**config.mk**
```make
export PLATFORM = sky130hd
export DESIGN_NAME = dsp_systolic_27x27u_feeder
export DESIGN_NICKNAME = d
export VERILOG_FILES = /design/src/rtl/dsp_systolic_pkg.sv /design/src/rtl/dsp_systolic_result_fifo.sv /design/src/rtl/dsp_systolic_27x27u_feeder.sv
export SDC_FILE = /design/constraint.sdc
export NUM_CORES = 2
export LEC_CHECK = 0
export CAP_MARGIN = 20
export CORE_ASPECT_RATIO = 1.25
export CORE_MARGIN = 5
export CORE_UTILIZATION = 50
export CTS_BUF_LIST = sky130_fd_sc_hd__clkbuf_8 sky130_fd_sc_hd__clkbuf_16
export CTS_CLUSTER_DIAMETER = 60
export CTS_CLUSTER_SIZE = 16
export DETAILED_ROUTE_END_ITERATION = 7
export PLACE_DENSITY_LB_ADDON = 0.2
export SYNTH_ARGS = -nofsm -noshare
export SYNTH_HDL_FRONTEND = slang
export SYNTH_SLANG_ARGS = --single-unit
```
**constraint.sdc**
```tcl
create_clock -name clk -period 8.5 [get_ports clk]
set_clock_uncertainty 0.05 [all_clocks]
set_input_delay 2.55 -clock clk [delete_from_list [all_inputs] [get_ports clk]]
set_output_delay 2.55 -clock clk [all_outputs]
set_load 0.02 [all_outputs]
```
**src/rtl/dsp_systolic_pkg.sv**
```systemverilog
// Shared definitions for the systolic dot-product feeder.
//   - default parameter values for the 27x27 unsigned configuration
//   - control FSM state encoding
package dsp_systolic_pkg;

  localparam int unsigned DEF_NUM            = 10;
  localparam int unsigned DEF_AX_WIDTH       = 27;
  localparam int unsigned DEF_AY_WIDTH       = 27;
  localparam int unsigned DEF_RESULT_A_WIDTH = 64;
  localparam int unsigned DEF_CHAIN_LATENCY  = 3;
  localparam int unsigned DEF_FIFO_DEPTH     = 8;

  typedef enum logic [1:0] {
    ST_RUN   = 2'd0,
    ST_DRAIN = 2'd1,
    ST_DONE  = 2'd2
  } feeder_state_e;

endpackage

```
**src/rtl/dsp_systolic_result_fifo.sv**
```systemverilog
// Synchronous show-ahead FIFO buffering chain results.
//   clk/rst_n : clock, asynchronous active-low reset
//   wr_en     : push wr_data (accepted when not full, or full with a pop)
//   rd_en     : pop head (ignored when empty)
//   rd_data   : head entry, zero when empty
//   count     : current occupancy, 0..DEPTH
module dsp_systolic_result_fifo #(
  parameter int unsigned WIDTH = 64,
  parameter int unsigned DEPTH = 8
) (
  input  logic                     clk,
  input  logic                     rst_n,
  input  logic                     wr_en,
  input  logic [WIDTH-1:0]         wr_data,
  input  logic                     rd_en,
  output logic [WIDTH-1:0]         rd_data,
  output logic [$clog2(DEPTH):0]   count
);

  localparam int unsigned PW = $clog2(DEPTH);

  logic [WIDTH-1:0] r_mem [DEPTH];
  logic [PW-1:0]    r_wptr;
  logic [PW-1:0]    r_rptr;
  logic [PW:0]      r_count;
  logic             w_empty;
  logic             w_full;
  logic             w_do_rd;
  logic             w_do_wr;

  assign w_empty = (r_count == '0);
  assign w_full  = (r_count == (PW+1)'(DEPTH));
  assign w_do_rd = rd_en && !w_empty;
  // A pop in the same cycle frees the slot, so a full FIFO still takes the write.
  assign w_do_wr = wr_en && (!w_full || w_do_rd);

  // DEPTH is a power of two, so the pointers wrap by natural overflow.
  always_ff @(posedge clk or negedge rst_n) begin
    if (!rst_n) begin
      r_wptr  <= '0;
      r_rptr  <= '0;
      r_count <= '0;
    end else begin
      if (w_do_wr) r_wptr <= r_wptr + PW'(1);
      if (w_do_rd) r_rptr <= r_rptr + PW'(1);
      case ({w_do_wr, w_do_rd})
        2'b10:   r_count <= r_count + (PW+1)'(1);
        2'b01:   r_count <= r_count - (PW+1)'(1);
        default: r_count <= r_count;
      endcase
    end
  end

  always_ff @(posedge clk) begin
    if (w_do_wr) r_mem[r_wptr] <= wr_data;
  end

  assign rd_data = w_empty ? '0 : r_mem[r_rptr];
  assign count   = r_count;

endmodule

```
**src/rtl/dsp_systolic_27x27u_feeder.sv**
```systemverilog
// Feeder for a NUM-tap systolic multiply-accumulate chain.
// Skews an accepted dot-product vector across the chain lanes (lane i one
// cycle later than lane i-1), tracks each vector through the chain latency,
// and buffers the chain result for a ready/valid consumer. Supports a
// flush/drain handshake.
//   in_ax/in_ay/in_valid/in_ready : vector input handshake
//   ax/ay                         : skewed operands to the chain (zero on bubbles)
//   result                        : chain accumulate output
//   out_result/out_valid/out_ready: result output handshake
//   flush/flush_done              : drain request / one-cycle completion pulse
module dsp_systolic_27x27u_feeder
  import dsp_systolic_pkg::*;
#(
  parameter int unsigned NUM            = DEF_NUM,
  parameter int unsigned AX_WIDTH       = DEF_AX_WIDTH,
  parameter int unsigned AY_WIDTH       = DEF_AY_WIDTH,
  parameter int unsigned RESULT_A_WIDTH = DEF_RESULT_A_WIDTH,
  parameter int unsigned CHAIN_LATENCY  = DEF_CHAIN_LATENCY,
  parameter int unsigned FIFO_DEPTH     = DEF_FIFO_DEPTH
) (
  input  logic                               clk,
  input  logic                               rst_n,
  input  logic [NUM-1:0][AX_WIDTH-1:0]       in_ax,
  input  logic [NUM-1:0][AY_WIDTH-1:0]       in_ay,
  input  logic                               in_valid,
  output logic                               in_ready,
  output logic [NUM-1:0][AX_WIDTH-1:0]       ax,
  output logic [NUM-1:0][AY_WIDTH-1:0]       ay,
  input  logic [RESULT_A_WIDTH-1:0]          result,
  output logic [RESULT_A_WIDTH-1:0]          out_result,
  output logic                               out_valid,
  input  logic                               out_ready,
  input  logic                               flush,
  output logic                               flush_done
);

  localparam int unsigned LW = AX_WIDTH + AY_WIDTH;
  localparam int unsigned VD = NUM + CHAIN_LATENCY;
  localparam int unsigned CW = $clog2(FIFO_DEPTH) + 1;

  feeder_state_e           r_state;
  logic                    r_flush_done;
  logic [NUM-1:0][LW-1:0]  w_in_lane;
  logic [NUM-1:0][LW-1:0]  r_in_lane;
  logic                    r_in_v;
  logic [VD-1:0]           r_vpipe;
  logic [CW-1:0]           r_inflight;
  logic [CW-1:0]           w_count;
  logic [CW:0]             w_load;
  logic                    w_accept;
  logic                    w_capture;
  logic                    w_pop;

  assign w_accept  = in_valid && in_ready;
  assign w_capture = r_vpipe[VD-1];
  assign w_pop     = out_valid && out_ready;
  assign w_load    = {1'b0, r_inflight} + {1'b0, w_count};

  // Gated by rst_n so in_ready is low while reset is held even though the
  // state and counters already read as idle.
  assign in_ready = rst_n && (r_state == ST_RUN) && (w_load < (CW+1)'(FIFO_DEPTH));

  always_comb begin
    w_in_lane = '0;
    for (int unsigned i = 0; i < NUM; i++) begin
      w_in_lane[i] = {in_ax[i], in_ay[i]};
    end
  end

  // Entry stage: the accepted vector, or zeros on a bubble.
  always_ff @(posedge clk or negedge rst_n) begin
    if (!rst_n) begin
      r_in_lane <= '0;
      r_in_v    <= 1'b0;
      r_vpipe   <= '0;
    end else begin
      r_in_lane <= w_accept ? w_in_lane : '0;
      r_in_v    <= w_accept;
      r_vpipe   <= {r_vpipe[VD-2:0], r_in_v};
    end
  end

  // Lane g delays the entry stage by g+1 further cycles; newest word sits at
  // the LSB end and the lane output is the oldest (top) word.
  for (genvar g = 0; g < NUM; g++) begin : g_lane
    logic [(g+1)*LW-1:0] r_dly;
    if (g == 0) begin : g_first
      always_ff @(posedge clk or negedge rst_n) begin
        if (!rst_n) r_dly <= '0;
        else        r_dly <= r_in_lane[g];
      end
    end else begin : g_rest
      always_ff @(posedge clk or negedge rst_n) begin
        if (!rst_n) r_dly <= '0;
        else        r_dly <= {r_dly[g*LW-1:0], r_in_lane[g]};
      end
    end
    assign ax[g] = r_dly[(g+1)*LW-1 -: AX_WIDTH];
    assign ay[g] = r_dly[g*LW +: AY_WIDTH];
  end

  always_ff @(posedge clk or negedge rst_n) begin
    if (!rst_n) begin
      r_inflight <= '0;
    end else begin
      case ({w_accept, w_capture})
        2'b10:   r_inflight <= r_inflight + CW'(1);
        2'b01:   r_inflight <= r_inflight - CW'(1);
        default: r_inflight <= r_inflight;
      endcase
    end
  end

  dsp_systolic_result_fifo #(
    .WIDTH (RESULT_A_WIDTH),
    .DEPTH (FIFO_DEPTH)
  ) u_fifo (
    .clk     (clk),
    .rst_n   (rst_n),
    .wr_en   (w_capture),
    .wr_data (result),
    .rd_en   (w_pop),
    .rd_data (out_result),
    .count   (w_count)
  );

  assign out_valid = (w_count != '0);

  always_ff @(posedge clk or negedge rst_n) begin
    if (!rst_n) begin
      r_state      <= ST_RUN;
      r_flush_done <= 1'b0;
    end else begin
      r_flush_done <= 1'b0;
      case (r_state)
        ST_RUN: begin
          if (flush) r_state <= ST_DRAIN;
        end
        ST_DRAIN: begin
          if (r_inflight == '0 && w_count == '0) begin
            r_state      <= ST_DONE;
            r_flush_done <= 1'b1;
          end
        end
        ST_DONE: begin
          if (!flush) r_state <= ST_RUN;
        end
        default: r_state <= ST_RUN;
      endcase
    end
  end

  assign flush_done = r_flush_done;

endmodule

```
After elaboration in Yosys (flattened, before gate mapping). Memories as Yosys holds them, arrays and structs flattened. Cells that the tools add are included.

Output and inout bits: 607. Word-level logic and storage cells: 76. Input port bits: 609. RAM bits: 512. Memories: 1. Flip-flop bits (word level): 3541.

Equal/unequal tests: 10. Order comparisons: 1. Add/subtract/negate cells: 7. Mux-type cells: 12. Reductions and logical operators: 17.

Memories: u_fifo.r_mem (words 8, width 64, rd ports 1, clocked after memory_dff 0, wr ports 1, RTL line dsp_systolic_result_fifo.sv:22) `logic [WIDTH-1:0] r_mem [DEPTH];`.

Operators with widths (number): 540-bit 2-to-1 mux (1); 64-bit 2-to-1 mux (1); 4-bit one-hot mux with 2 select lines (2); 4-bit by 1-bit adder with 4-bit output (second input constant) (2); 4-bit logical NOT (2); 4-bit by 1-bit subtractor with 4-bit output (second input constant) (2); 1-bit logical AND (7); 3-bit by 1-bit adder with 3-bit output (second input constant) (2); 2-bit by 1-bit equality test with 1-bit output (second input constant) (3); 2-bit equality test (second input constant) (3); 2-bit 2-to-1 mux (3); 2-bit != test (second input constant) (3); 2-bit one-hot mux with 3 select lines (1); 4-bit by 4-bit adder with 5-bit output (1); 5-bit by 4-bit less-than comparator with 1-bit output (second input constant) (1); 4-bit equality test (second input constant) (1); 1-bit 2-to-1 mux (4); 2-bit nonzero test (2); 4-bit nonzero test (1); 3-bit AND reduction (1); 1-bit logical NOT (2); 2-bit logical NOT (1); 1-bit logical OR (1).

Longest topological paths before layout.
Word-level depth: 7. Gate-level depth with buffers: 12.

Modules after synthesis. A second synthesis with hierarchy kept.

Cells, all modules: 5591. Area, all modules: 116344.1 µm².

Modules (own cells, without submodules): dsp_systolic_27x27u_feeder (cells each 4717, instances 1, seq. area each 88359.7 µm², area each 96323.6 µm²); dsp_systolic_result_fifo (cells each 874, instances 1, seq. area each 15625.0 µm², area each 20020.5 µm²).

Worst setup path before layout. Ideal clock, no wire load.

Path kind: in2reg. Start: input out_ready. End: memory u_fifo.r_mem[0][0], enable pin. Path slack: -1.130 ns. Buffers on the path: 0. Stages on the path: 3. Arrival time: 8.936 ns. Required time: 7.806 ns. Setup time: 0.644 ns. Cells stage by stage: nand2b_1 -> o21ai_1 -> nor4_1.

Longest elaborated chain between the ends: 6.

RTL lines: start, declared (RTL line dsp_systolic_27x27u_feeder.sv:32) `input logic out_ready,`; 1-bit logical AND (RTL line dsp_systolic_27x27u_feeder.sv:56) `assign w_pop = out_valid && out_ready;`; 1-bit logical AND (RTL line dsp_systolic_result_fifo.sv:33) `assign w_do_rd = rd_en && !w_empty;`; 1-bit logical OR (RTL line dsp_systolic_result_fifo.sv:35) `assign w_do_wr = wr_en && (!w_full || w_do_rd);`; 1-bit logical AND (RTL line dsp_systolic_result_fifo.sv:35); 1-bit 2-to-1 mux (RTL line dsp_systolic_result_fifo.sv:55) `if (w_do_wr) r_mem[r_wptr] <= wr_data;`; 1-bit 2-to-1 mux (not written as such) (RTL line dsp_systolic_result_fifo.sv:55); end, declared (RTL line dsp_systolic_result_fifo.sv:22).

No other way between the ends.

Worst setup path after layout.
Start: input rst_n. End: output in_ready.

Longest elaborated chain between the ends: 2.

RTL lines: start, declared (RTL line dsp_systolic_27x27u_feeder.sv:22) `input logic rst_n,`; 1-bit logical AND (2 in a row) (RTL line dsp_systolic_27x27u_feeder.sv:61) `assign in_ready = rst_n && (r_state == ST_RUN) && (w_load < (CW+1)'(FIFO_DEPTH));`; end, declared (RTL line dsp_systolic_27x27u_feeder.sv:26) `output logic in_ready,`.

No other way between the ends.

==> reports/summary.txt <==
======================================================================================
First-pass iteration count of the detailed router                                    4
Chain of cells forming the critical path                                  buf_16 > or4b_4 > a211oi_1 > clkdlybuf4s50_1
CTS max path bufs                                                                    4
Outcome                                                                   finished, final reports clean
Overflow after GRT                                                                   0
Vias in the first global route                                                   50.2k
Wire length of the first global-routing pass                                    345 mm
Clock-pin slew of the registers on the worst-case setup and hold paths         0.07 ns
Remaining DRCs                                                                       0
Simple-Gate Fraction of Synth Area                                               3.13%
Data arrival, critical path                                                    4.98 ns
Average vias per placed instance                                                  4.70
Final hold vios                                                                      0
Post-detailed-placement half-perimeter wirelength                               152 mm
Static leakage                                                                 66.2 nW
Worst slew pin tran                                                            1.10 ns
Area of the core                                                            230000 um2
Cell at the root of the clock tree                                        sky130_fd_sc_hd__clkbuf_16
Worst IR drop on VDD                                                          0.287 mV
Cell count after placement                                                        9236
Number of synthesized register bits                                               4053
Die height                                                                      548 um
Main combinational cell family by area after synthesis                    buffers and inverters
Startpoint type of the worst setup path                                     input port
Iteration-0 DRC Markers                                                           3150
Effective utilization at floorplan                                               50.2%
FF-to-FF path depth                                                                  6
Predominant post-synthesis flop cell                                      sky130_fd_sc_hd__dfrtp_1
Count of distinct cell types in the synthesized netlist                             45
Number of endpoints failing setup at the final stage                                 0
Post-DR wirelength/cell                                                        24.1 um
Setup repair after global routing missed its margin                                 no
Antenna violations before repair                                                   153
CTS tree                                                                          done
Buffers on Ports                                                                  1215
Cells on Worst Hold Path                                                             0
Maximum fanout encountered on the critical timing path                              58
Layout filler cell count                                                         16.4k
Worst stage delay on the critical path                                         0.78 ns
Setup TNS                                                                         0 ns
Critical path class                                                       input port to primary output
Via count of the routed design                                                   45.5k
CP endpoint kind                                                          primary output
Fraction of synthesized area in multiplexers                                     2.55%
Number of ports placed on the die boundary                                        1216
Cell Pwr Density                                                            262 nW/um2
Mapped Nets                                                                       6092
Post-route fraction of the period consumed by the critical path                  89.2%
Class of the worst hold path                                              flop to flop
Adder-Cell Fraction of Synth Area                                               0.136%
Fmax                                                                         0.132 GHz
Die area                                                                    241000 um2
Number of sinks handled by clock tree synthesis                                   4053
Post-route core utilization                                                      59.4%
Global routing usage summed across all routing layers                            19.7%
Post-synthesis compound-gate area fraction                                      0.617%
Post-Synthesis Cell Area                                                    116000 um2
Setup Buffers After CTS                                                              0
Async S/R FF share, synth                                                        87.4%
Hold WS                                                                       0.268 ns
Max-cap check violation count                                                        0
Worst path required time                                                       5.90 ns
Std cell rows                                                                      197
Horizontal extent of the die                                                    440 um
Library cell contributing the largest single delay on the critical path   sky130_fd_sc_hd__clkdlybuf4s50_1
Num CTS Buffers                                                                    304
Final Non-Filler Cells                                                            9673
Gate Count Post-Synth                                                             5471
Fraction of final layout cells sized beyond drive strength 1                     8.58%
Final weighted congestion in routability-driven placement                        0.829
CTS HTree Levels                                                                     5
Normalized max-slew margin                                                       26.8%
Xor and xnor fraction of the mapped netlist area                               0.0681%
Clock latency of the later-clocked register in the worst-skew pair             0.85 ns
EDFF count, synth                                                                  512
# nets final                                                                      7085
Clock period minus worst slack                                                 7.58 ns
Number of resized instances in the post-cts repair step                              0
Hold buffer count at cts                                                             0
Maximum number of pins on one net before global-route repair                       218
Final Max Tran Viols                                                                 0
Area overhead of the layout relative to synthesis                                18.4%
Avg Synthesized Cell Area                                                     21.1 um2
Count of synthesis-stage warnings from yosys                                         0
Routed wire length                                                              233 mm
Number of antenna-violating nets in the routed design                                0
Sequential share of the synthesized area                                         89.9%
======================================================================================
-- metrics by stage --
step / power (mW) / worst slack (ns) / area [um2]
after global placement: 23.4 / 0.919 / 128000
after global routing: 37.4 / 0.832 / 137000
after CTS: 36.5 / 0.914 / 137000
final: 35.9 / 0.920 / 137000
after floorplan: 21.8 / 0.594 / 116000
after detailed placement: 23.4 / 0.937 / 128000
-- kinds of logic (layout without fill, tap and decap cells) --
group,after synthesis,in the layout
compound gates,82,82
xor+xnor,9,9
fa+ha+maj,12,12
buf+inv,601,1659
flops,4053,4053
mux,134,134
other cells,0,60
simple gates,580,580
-- cell usage in the layout, fill, tap and decap left out, drive strengths merged, types with 4 or more instances in the layout --
cell | netlist | layout
diode | 0 | 60
nor2 | 7 | 7
clkdlybuf4s50 | 0 | 1214
ha | 11 | 11
mux2 | 4 | 4
nor3 | 6 | 6
bufinv | 0 | 5
inv | 10 | 54
dfrtp | 3541 | 3541
mux4 | 128 | 128
nor3b | 4 | 4
xnor2 | 7 | 7
clkinv | 0 | 13
a22o | 64 | 64
clkbuf | 80 | 308
and2 | 541 | 541
buf | 511 | 64
edfxtp | 512 | 512
-- layout make-up --
| cell class | count | area, um2 | area share [%] |
|---|---|---|---|
| antenna | 60 | 150 | 0.110 |
| clock buffer | 308 | 7710 | 5.63 |
| clock inverter | 63 | 684 | 0.500 |
| inverter | 10 | 37.5 | 0.0274 |
| multi-input combinational | 817 | 7590 | 5.54 |
| sequential | 4053 | 104000 | 75.9 |
| tap | 3084 | 3860 | 2.82 |
| timing repair buffer | 1278 | 12900 | 9.43 |
-- worst max-delay path: cells and delay by family --
family	cells	cell delay [ns]
buffers and inverters	2	1.03
AO/OA/AOI/OAI	1	0.76
AND/OR/NAND/NOR	1	0.55
-- report_power, final --
part / switching (mW) / leakage (nW) / internal (mW)
Sequential: 0.127 / 54.1 / 19.7
Combinational: 1.70 / 7.91 / 1.49
Clock: 6.26 / 4.20 / 6.69
Total: 8.08 / 66.2 / 27.9
-- final timing paths --
| check | from | end | slack [ns] |
|---|---|---|---|
| worst min-delay path | r_in_lane[428]$_DFF_PN0_ | g_lane[7].r_dly[50]$_DFF_PN0_ | 0.27 |
| min in group asynchronous | rst_n | r_in_lane[423]$_DFF_PN0_ | 1.58 |
| max in group asynchronous | rst_n | r_in_lane[89]$_DFF_PN0_ | 3.16 |
| worst min register to register | r_in_lane[428]$_DFF_PN0_ | g_lane[7].r_dly[50]$_DFF_PN0_ | 0.27 |
| worst max-delay path | rst_n | in_ready | 0.92 |
| worst max register to register | u_fifo.count[3]$_DFFE_PN0P_ | r_in_lane[195]$_DFF_PN0_ | 4.94 |
-- cell usage after synthesis, drive strengths merged (4+ instances only) --
| master | instances | area, um2 |
|---|---|---|
| nor2 | 7 | 26.3 |
| ha | 11 | 138 |
| clkbuf | 80 | 350 |
| mux2 | 4 | 45.0 |
| and2 | 541 | 3380 |
| xnor2 | 7 | 61.3 |
| buf | 511 | 3790 |
| nor3b | 4 | 30.0 |
| dfrtp | 3541 | 88600 |
| nor3 | 6 | 30.0 |
| mux4 | 128 | 2880 |
| edfxtp | 512 | 15400 |
| inv | 10 | 37.5 |
| a22o | 64 | 561 |
-- metal layers --
layer	track usage, %	vias to the layer above	part of all wire (%)
met2	32.0	1319	50
met1	24.1	24300	37
met5	0	-	0.24
met4	7.26	84	3.9
met3	7.66	534	9.3
li1	-	19200	-
-- flip-flops by register name (all words and copies together), names as in the netlist, 3 cells and up --
| name | cells |
|---|---|
| g_lane.r_dly | 2970 |
| u_fifo.r_wptr | 3 |
| u_fifo.count | 4 |
| r_inflight | 4 |
| r_vpipe | 13 |
| r_in_lane | 540 |
| u_fifo.r_rptr | 3 |
| u_fifo.r_mem | 512 |
(Power assumes the default switching activity.)
